===== src/rtl/lcd_timing_pkg.sv =====
// Shared frame-timing definitions for the memory-in-pixel LCD port.
package lcd_timing_pkg;

    typedef enum logic [1:0] {
        ST_IDLE   = 2'd0,
        ST_ACTIVE = 2'd1,
        ST_PORCH  = 2'd2
    } lcd_state_t;

    // Clocks per frame: all lines (active + blank words) plus back porch.
    function automatic int frame_len(input int words_per_line, input int line_blank,
                                     input int lines, input int back_porch);
        return lines * (words_per_line + line_blank) + back_porch;
    endfunction

endpackage


===== src/rtl/lcd_test_pattern.sv =====
// Built-in test pattern: a bright cross, all-ones inside the middle half
// of the line or inside the middle half of the frame, zero elsewhere.
module lcd_test_pattern
    import lcd_timing_pkg::*;
#(
    parameter int DATA_W         = 32,
    parameter int WORDS_PER_LINE = 40,
    parameter int LINES          = 1280,
    parameter int WORD_W         = 6,
    parameter int LINE_W         = 11
) (
    input  logic [WORD_W-1:0] word_idx,
    input  logic [LINE_W-1:0] line_idx,
    output logic [DATA_W-1:0] pattern
);

    localparam int W_LO = WORDS_PER_LINE / 4;
    localparam int W_HI = (3 * WORDS_PER_LINE) / 4;
    localparam int L_LO = LINES / 4;
    localparam int L_HI = (3 * LINES) / 4;

    // Open intervals on both axes.
    always_comb begin
        pattern = '0;
        if ((int'(word_idx) > W_LO && int'(word_idx) < W_HI) ||
            (int'(line_idx) > L_LO && int'(line_idx) < L_HI))
            pattern = '1;
    end

endmodule


===== src/rtl/lcd_frame_gen.sv =====
// Frame timing generator for the memory-in-pixel LCD parallel port.
// Build option: LCD_TEST_PATTERN_EN replaces the pixel stream with the
// internal test pattern (stream ignored, ready held low, no underflow).
//
// state  | meaning
// IDLE   | stopped, all outputs low, waiting for i_enable
// ACTIVE | LINES lines of active + blank words
// PORCH  | back porch; polarity toggles and enable is resampled at its end
module lcd_frame_gen
    import lcd_timing_pkg::*;
#(
    parameter int DATA_W         = 32,
    parameter int WORDS_PER_LINE = 40,
    parameter int LINE_BLANK     = 4,
    parameter int LINES          = 1280,
    parameter int BACK_PORCH     = 24,
    parameter int UPDATE_LEN     = 48,
    parameter int INVERT_HOLD    = 72
) (
    input  logic              i_clock,
    input  logic              i_reset,
    input  logic              i_enable,
    input  logic              i_balance,
    input  logic              i_clr_status,
    input  logic [DATA_W-1:0] i_pix_data,
    input  logic              i_pix_valid,
    output logic              o_pix_ready,
    output logic [DATA_W-1:0] o_data,
    output logic              o_valid,
    output logic              o_update,
    output logic              o_invert,
    output logic              o_sof,
    output logic              o_busy,
    output logic              o_underflow
);

    localparam int LINE_LEN  = WORDS_PER_LINE + LINE_BLANK;
    localparam int FRAME_LEN = frame_len(WORDS_PER_LINE, LINE_BLANK, LINES, BACK_PORCH);
    localparam int WORD_W    = (LINE_LEN > 1)  ? $clog2(LINE_LEN)  : 1;
    localparam int LINE_W    = (LINES > 1)     ? $clog2(LINES)     : 1;
    localparam int FRAME_W   = (FRAME_LEN > 1) ? $clog2(FRAME_LEN) : 1;

    localparam logic [WORD_W-1:0]  WORD_LAST  = WORD_W'(LINE_LEN - 1);
    localparam logic [LINE_W-1:0]  LINE_LAST  = LINE_W'(LINES - 1);
    localparam logic [FRAME_W-1:0] FRAME_LAST = FRAME_W'(FRAME_LEN - 1);

    if (UPDATE_LEN >= FRAME_LEN || INVERT_HOLD >= FRAME_LEN) begin : g_bad_pulse_len
        $error("lcd_frame_gen: UPDATE_LEN and INVERT_HOLD must be shorter than a frame");
    end
    if (WORDS_PER_LINE < 1 || LINES < 1) begin : g_bad_geometry
        $error("lcd_frame_gen: WORDS_PER_LINE and LINES must be at least 1");
    end
    if (BACK_PORCH < 1) begin : g_bad_porch
        $error("lcd_frame_gen: BACK_PORCH must be at least 1 (polarity flips in the porch)");
    end

    lcd_state_t         state_q, state_d;
    logic [WORD_W-1:0]  word_q, word_d;
    logic [LINE_W-1:0]  line_q, line_d;
    logic [FRAME_W-1:0] fcyc_q, fcyc_d;
    logic               pol_q, pol_d;   // 1 = inverted frame
    logic               bal_q, bal_d;   // i_balance latched at frame start
    logic [DATA_W-1:0]  pix_word;
    logic               nxt_active_data;

    // State, position counters and frame attributes.
    always_ff @(posedge i_clock) begin
        if (i_reset) begin
            state_q <= ST_IDLE;
            word_q  <= '0;
            line_q  <= '0;
            fcyc_q  <= '0;
            pol_q   <= 1'b0;
            bal_q   <= 1'b0;
        end else begin
            state_q <= state_d;
            word_q  <= word_d;
            line_q  <= line_d;
            fcyc_q  <= fcyc_d;
            pol_q   <= pol_d;
            bal_q   <= bal_d;
        end
    end

    // Next position in the frame; enable/balance only matter at frame boundaries.
    always_comb begin
        state_d = state_q;
        word_d  = word_q;
        line_d  = line_q;
        fcyc_d  = fcyc_q;
        pol_d   = pol_q;
        bal_d   = bal_q;
        case (state_q)
            ST_IDLE: begin
                if (i_enable) begin
                    state_d = ST_ACTIVE;
                    word_d  = '0;
                    line_d  = '0;
                    fcyc_d  = '0;
                    pol_d   = 1'b0;
                    bal_d   = i_balance;
                end
            end
            ST_ACTIVE: begin
                fcyc_d = fcyc_q + 1'b1;
                if (word_q == WORD_LAST) begin
                    word_d = '0;
                    if (line_q == LINE_LAST) begin
                        line_d  = '0;
                        state_d = ST_PORCH;
                    end else begin
                        line_d = line_q + 1'b1;
                    end
                end else begin
                    word_d = word_q + 1'b1;
                end
            end
            ST_PORCH: begin
                if (fcyc_q == FRAME_LAST) begin
                    fcyc_d = '0;
                    pol_d  = ~pol_q;
                    if (i_enable) begin
                        state_d = ST_ACTIVE;
                        bal_d   = i_balance;
                    end else begin
                        state_d = ST_IDLE;
                    end
                end else begin
                    fcyc_d = fcyc_q + 1'b1;
                end
            end
            default: state_d = ST_IDLE;
        endcase
    end

    // Panel bus decode from the current position.
    always_comb begin
        o_busy   = (state_q != ST_IDLE);
        o_sof    = (state_q == ST_ACTIVE) && (fcyc_q == '0);
        o_update = o_busy && (int'(fcyc_q) < UPDATE_LEN);
        o_invert = (pol_q && state_q == ST_PORCH) ||
                   (!pol_q && o_busy && int'(fcyc_q) < INVERT_HOLD);
        o_valid  = (state_q == ST_ACTIVE) && (int'(word_q) < WORDS_PER_LINE) &&
                   (!bal_q || !pol_q);
        o_data   = o_valid ? pix_word : '0;
    end

    // Lookahead: the next cycle is an active word of a data frame.
    always_comb begin
        nxt_active_data = !i_reset && (state_d == ST_ACTIVE) &&
                          (int'(word_d) < WORDS_PER_LINE) && (!bal_d || !pol_d);
    end

`ifdef LCD_TEST_PATTERN_EN
    logic unused_stream;

    assign unused_stream = ^{i_pix_data, i_pix_valid, i_clr_status, nxt_active_data};
    assign o_pix_ready   = 1'b0;
    assign o_underflow   = 1'b0;

    lcd_test_pattern #(
        .DATA_W        (DATA_W),
        .WORDS_PER_LINE(WORDS_PER_LINE),
        .LINES         (LINES),
        .WORD_W        (WORD_W),
        .LINE_W        (LINE_W)
    ) u_pattern (
        .word_idx(word_q),
        .line_idx(line_q),
        .pattern (pix_word)
    );
`else
    logic [DATA_W-1:0] data_q;
    logic              uf_q;

    assign o_pix_ready = nxt_active_data;
    assign pix_word    = data_q;
    assign o_underflow = uf_q;

    // Capture the accepted word; a starved slot still goes out, as zeros.
    always_ff @(posedge i_clock) begin
        if (i_reset)
            data_q <= '0;
        else if (o_pix_ready)
            data_q <= i_pix_valid ? i_pix_data : '0;
    end

    // Sticky underflow; a new underflow beats a simultaneous clear.
    always_ff @(posedge i_clock) begin
        if (i_reset)
            uf_q <= 1'b0;
        else if (o_pix_ready && !i_pix_valid)
            uf_q <= 1'b1;
        else if (i_clr_status)
            uf_q <= 1'b0;
    end
`endif

endmodule


===== config.mk =====
export PLATFORM = sky130hd
export DESIGN_NAME = lcd_frame_gen
export DESIGN_NICKNAME = d
export VERILOG_FILES = /design/src/rtl/lcd_timing_pkg.sv /design/src/rtl/lcd_test_pattern.sv /design/src/rtl/lcd_frame_gen.sv
export SDC_FILE = /design/constraint.sdc
export NUM_CORES = 1
export LEC_CHECK = 0
export CAP_MARGIN = 30
export CORE_MARGIN = 10
export CORE_UTILIZATION = 52
export CTS_BUF_LIST = sky130_fd_sc_hd__clkbuf_16
export DETAILED_ROUTE_END_ITERATION = 8
export PLACE_DENSITY = 0.93
export SYNTH_ARGS = -nofsm -noshare
export SYNTH_HDL_FRONTEND = slang
export SYNTH_SLANG_ARGS = --single-unit

===== constraint.sdc =====
create_clock -name i_clock -period 3.74 [get_ports i_clock]
set_clock_uncertainty 0.1 [all_clocks]
set_input_delay 0.748 -clock i_clock [delete_from_list [all_inputs] [get_ports i_clock]]
set_output_delay 0.748 -clock i_clock [all_outputs]
set_load 0.02 [all_outputs]

## After elaboration in Yosys (flattened, before gate mapping)

Index checks and enable logic that the tools add are counted.

| storage, ports and cells | value |
|---|---|
| register bits after elaboration | 70 |
| output and inout bits | 39 |
| bits of input ports | 38 |
| word-level logic and storage cells | 78 |

| cells by class | value |
|---|---|
| magnitude comparators | 4 |
| reductions and logical operators | 28 |
| add/subtract/negate cells | 3 |
| equality and inequality tests | 8 |
| multiplexer cells | 26 |
| bitwise operators | 1 |

Operators with widths:

| kind | count |
|---|---|
| 2-to-1 mux 32 bit | 2 |
| one-hot mux 16 bit (3 select lines) | 1 |
| 2-to-1 mux 11 bit | 3 |
| 2-to-1 mux 16 bit | 2 |
| one-hot mux 11 bit (2 select lines) | 1 |
| adder 16 x 1 -> 16 bit, second input constant | 1 |
| equality test 16 bit, second input constant | 1 |
| zero test 16 bit | 1 |
| < comparator 16 x 6 -> 1 bit, second input constant | 1 |
| < comparator 16 x 7 -> 1 bit, second input constant | 1 |
| < comparator 6 bit, second input constant | 2 |
| 2-to-1 mux 6 bit | 2 |
| one-hot mux 6 bit (2 select lines) | 1 |
| adder 11 x 1 -> 11 bit, second input constant | 1 |
| equality test 11 bit, second input constant | 1 |
| logical AND 1 bit | 11 |
| 2-to-1 mux 2 bit | 4 |
| 2-to-1 mux 1 bit | 7 |
| adder 6 x 1 -> 6 bit, second input constant | 1 |
| equality test 6 bit, second input constant | 1 |
| zero test 1 bit | 6 |
| one-hot mux 2 bit (3 select lines) | 1 |
| nonzero test 2 bit | 3 |
| equality test 2 x 1 -> 1 bit, second input constant | 2 |
| 9 further kinds | 13 |

## Depth between registers and ports, before layout

| depth | value |
|---|---|
| word-level depth | 10 |
| mapped depth | 11 |
| gate-level depth less buffers | 8 |

## Least setup slack after synthesis

OpenSTA, ideal clock, no wires.

| timing | value |
|---|---|
| kind | register to output |
| from | register fcyc_q[0] |
| to | output port o_pix_ready |
| data required time | 2.892 ns |
| path slack | 0.748 ns |
| stages on the path, launching flop included | 11 |
| arrival time | 2.144 ns |
| path buffers | 3 |
| cells stage by stage | dfxtp_1 > ha_1 > and4b_1 > and4_4 > buf_6 > mux2_4 > a311o_1 > o2111ai_2 > buf_6 > buf_12 > inv_1 |

| between the ends | value |
|---|---|
| longest elaborated chain between the ends | 7 |
| elaborated cells on any way between the ends | 14 |
| classes of those cells | eq/ne (2); mux (6); reduce/logical (6) |

Ends and longest elaborated chain:

| item | line | RTL |
|---|---|---|
| start: declaration | lcd_frame_gen.sv:60 | `logic [FRAME_W-1:0] fcyc_q, fcyc_d;` |
| start signal: assignment | lcd_frame_gen.sv:79 | `fcyc_q <= fcyc_d;` |
| equality test 16 bit * | lcd_frame_gen.sv:119 | `if (fcyc_q == FRAME_LAST) begin` |
| 2-to-1 mux 2 bit | lcd_frame_gen.sv:119 |  |
| one-hot mux 2 bit (3 select lines) | lcd_frame_gen.sv:93 | `case (state_q)` |
| equality test 2 x 1 -> 1 bit | lcd_frame_gen.sv:150 | `nxt_active_data = !i_reset && (state_d == ST_ACTIVE) &&` |
| logical AND 1 bit (2 in series) | lcd_frame_gen.sv:150 |  |
| logical AND 1 bit * | lcd_frame_gen.sv:151 | `(int'(word_d) < WORDS_PER_LINE) && (!bal_d \|\| !pol_d);` |
| end: declaration | lcd_frame_gen.sv:27 | `output logic o_pix_ready,` |

Mark *: on every way between the ends. The rest lies on a longest branch, timed or not.

## Final worst setup path

| timing | value |
|---|---|
| from | input port i_enable |
| to | output port o_pix_ready |

| between the ends | value |
|---|---|
| longest elaborated chain between the ends | 7 |
| elaborated cells on any way between the ends | 19 |
| classes of those cells | order compare (1); eq/ne (1); mux (11); reduce/logical (6) |

Ends and longest elaborated chain:

| item | line | RTL |
|---|---|---|
| start: declaration | lcd_frame_gen.sv:22 | `input logic i_enable,` |
| parallel branches: the longest is 6 deep, another holds < comparator 6 bit | -- |  |
| logical AND 1 bit * | lcd_frame_gen.sv:151 |  |

Mark *: on every way between the ends.

==> run summary <==
## Power and ir drop
* overall power: 1890 µW
* P_leak: 0.00192 µW
* Power Density: 387 nW/µm²
* Peak VDD IR: 272 µV

## Critical path
* FF-to-FF Start: fcyc_q[0]
* peak fanout along the critical path: 8
* CP Data Arrival Time: 2.65 ns
* FF-to-FF setup slack: 0.87 ns
* category of the worst setup path capture point: output port
* logic depth of the worst register-to-register path: 8
* reg2reg end: data_q[19]
* type of origin of the critical path: input port
* required arrival time at the worst endpoint: 2.89 ns
* critical path type: input port to output port

## Synth
* net count after synthesis: 486
* Unique masters post-synth: 54
* number of synthesized flops with an enable pin: 0
* post-synthesis instance area: 3770 µm²
* Most used DFF post-synth: dfxtp_1
* Yosys warning total: 0
* register bit count reported by yosys: 70
* syn_area_per_cell: 8.57 µm²
* share of flip-flops with an asynchronous set or reset: 0%
* proportion of synthesized chip area in sequential cells: 37.1%
* number of instances in the synthesized netlist: 440

## CTS
* setup bufs post-CTS: 0
* cell at the root of the clock tree: clkbuf_16
* clock sink count: 70
* clock buffers created by TritonCTS: 9
* CTS tree: done
* Max Root-Sink Buffers: 2
* count of hold-fix buffers inserted at cts: 0
* clock network latency to the later pin of the worst-skew pair: 0.32 ns
* clock edge transition at the registers on the reported setup and hold paths: 0.06 ns
* H-Tree Level Count: 3

## Outcome
* result of the run: completed

## Finish
* fraction of final layout cells with drive strength greater than 1: 6.35%
* growth of design area from synthesis to finish: 29.6%
* most frequent cells in the layout: clkdlybuf4s50_1 (75), dfxtp_1 (70), nand2_1 (50)
* commonest non-fill, non-tap cell in the layout: clkdlybuf4s50_1
* final design instance area without fill: 4890 µm²
* end-of-flow core utilization: 70.8%
* final antenna diode count: 0
* final net count: 561
* Final Non-Filler Cells: 616

## Die
* effective utilization at floorplan: 54.6%
* Core Box Area: 6910 µm²
* Chip Width: 105 µm
* number of top-level pins: 77
* total die area: 11100 µm²
* die height: 105 µm
* Site Rows: 30

## Global route
* combined global-route utilization of all metal layers: 17.8%
* antenna violations before repair: 0
* wire length of the first global-routing pass: 16700 µm
* via count of the first global-routing pass: 3532
* Remaining Overflow, GRT: 0
* largest net degree at the start of global routing: 56

## Timing
* Tmin final: 3.50 ns
* pin slew with the least headroom to its limit: 0.700 ns
* worst slew margin relative to its limit: 53.1%
* total count of max-transition violations in the final report: 0
* Highest Clock Rate: 286 MHz
* period utilization: 93.6%
* Hold Fails Final Rpt: 0
* worst hold slack across all endpoints: 0.368 ns
* RSZ-0062 raised after global routing: false
* final setup fails: 0

## Hold path
* kind of path behind the tightest hold check: register to register
* Min-Delay Path Depth: 2
* Hold Path Origin: data_q[10]
* worst hold endpoint: data_q[10]

## Drt
* number of iterations in the first detailed-routing pass: 5
* antenna violation net count after detailed routing: 0
* routed wire length: 9980 µm
* total vias in the final route: 3462
* drt initial violations: 285
* DRC: 0
* Vias/cell: 5.62
* Wirelength per Cell: 16.2 µm

## Place
* instance area at placement: 4600 µm²
* Port Buf Inserts: 76
* HPWL after DPL: 7190 µm
* gpl congestion: 0.875
* Placed Cells: 600

## Job
* max-capacitance violation count: 0

-- final cells by class --
cell class,instances,area (µm²)
Clock buffer,9,225
Clock inverter,7,65.1
Fill cell,503,2020
Inverter,14,52.6
Multi-Input combinational cell,335,2190
Sequential cell,70,1400
Tap cell,96,120
Timing Repair Buffer,85,835
-- per-layer routing --
layer / vias up / GRT usage, % / share of wire (%)
met5: - / 0 / 0
met2: 146 / 32.3 / 51
met4: 0 / 7.06 / 2.7
li1: 1648 / - / -
met1: 1631 / 19.3 / 41
met3: 37 / 4.24 / 5.7
-- Yosys cell counts, drive strengths merged (7+ instances only) --
| master | n | area, µm² |
|---|---|---|
| and3 | 9 | 56.3 |
| ha | 8 | 100 |
| clkbuf | 15 | 56.3 |
| nand3 | 7 | 35.0 |
| nor2 | 45 | 169 |
| xor2 | 10 | 87.6 |
| mux2i | 36 | 360 |
| nor3 | 10 | 50.1 |
| xnor2 | 10 | 87.6 |
| nand2b | 35 | 219 |
| dfxtp | 70 | 1400 |
| o21ai | 14 | 70.1 |
| a21oi | 9 | 45.0 |
| and2 | 33 | 206 |
| inv | 14 | 52.6 |
| nand2 | 50 | 188 |
-- sequential cells by signal (all words and copies together) (netlist names) --
name,flops
bal_q,1
data_q,32
fcyc_q,16
line_q,11
o_underflow,1
pol_q,1
state_q,2
word_q,6
-- through the flow --
step           TNS, ns  worst slack (ns)
2_1_floorplan        0             0.748
3_3_place_gp         0            0.0110
3_5_place_dp   -0.0403           -0.0403
4_1_cts              0             0.230
5_1_grt              0            0.0653
6_report             0             0.241
-- how the worst max path moves through the flow --
stage,start,endpoint,slack [ns]
final,i_enable,o_pix_ready,0.24
after global routing,state_q[1],o_pix_ready,0.07
after CTS,i_enable,o_pix_ready,0.23
after detailed placement,i_enable,o_pix_ready,-0.04
after global placement,i_enable,o_pix_ready,0.01
after floorplan,fcyc_q[0],o_pix_ready,0.75
-- where the power goes --
group          total (µW)  internal (µW)  switching, µW
sequential            784            769           14.2
clock                 813            511            303
combinational         297            137            159
-- kinds of logic after synthesis --
kind of cell	after synthesis	share of synthesized area [%]
and+or+nand+nor	221	31.1
DFF	70	37.1
AOI/OAI and AO/OA	48	8.99
muxes	38	10.2
buffers and inverters	35	5.21
xor gates and xnor gates	20	4.64
adders and majority gates	8	2.65
-- critical path, stage by stage --
cell             delay, ns
clkdlybuf4s50_1       0.59
mux2i_1               0.19
a22o_1                0.28
o22ai_1               0.25
o2111ai_4             0.18
inv_1                 0.08
dlygate4sd2_1         0.33
-- repair_timing --
action / in CTS / in global routing
setup endpoints to repair: 1 / 0
hold endpoints to repair: 0 / 0
gates resized for setup: 2 / 0
(Power assumes the default switching activity.)
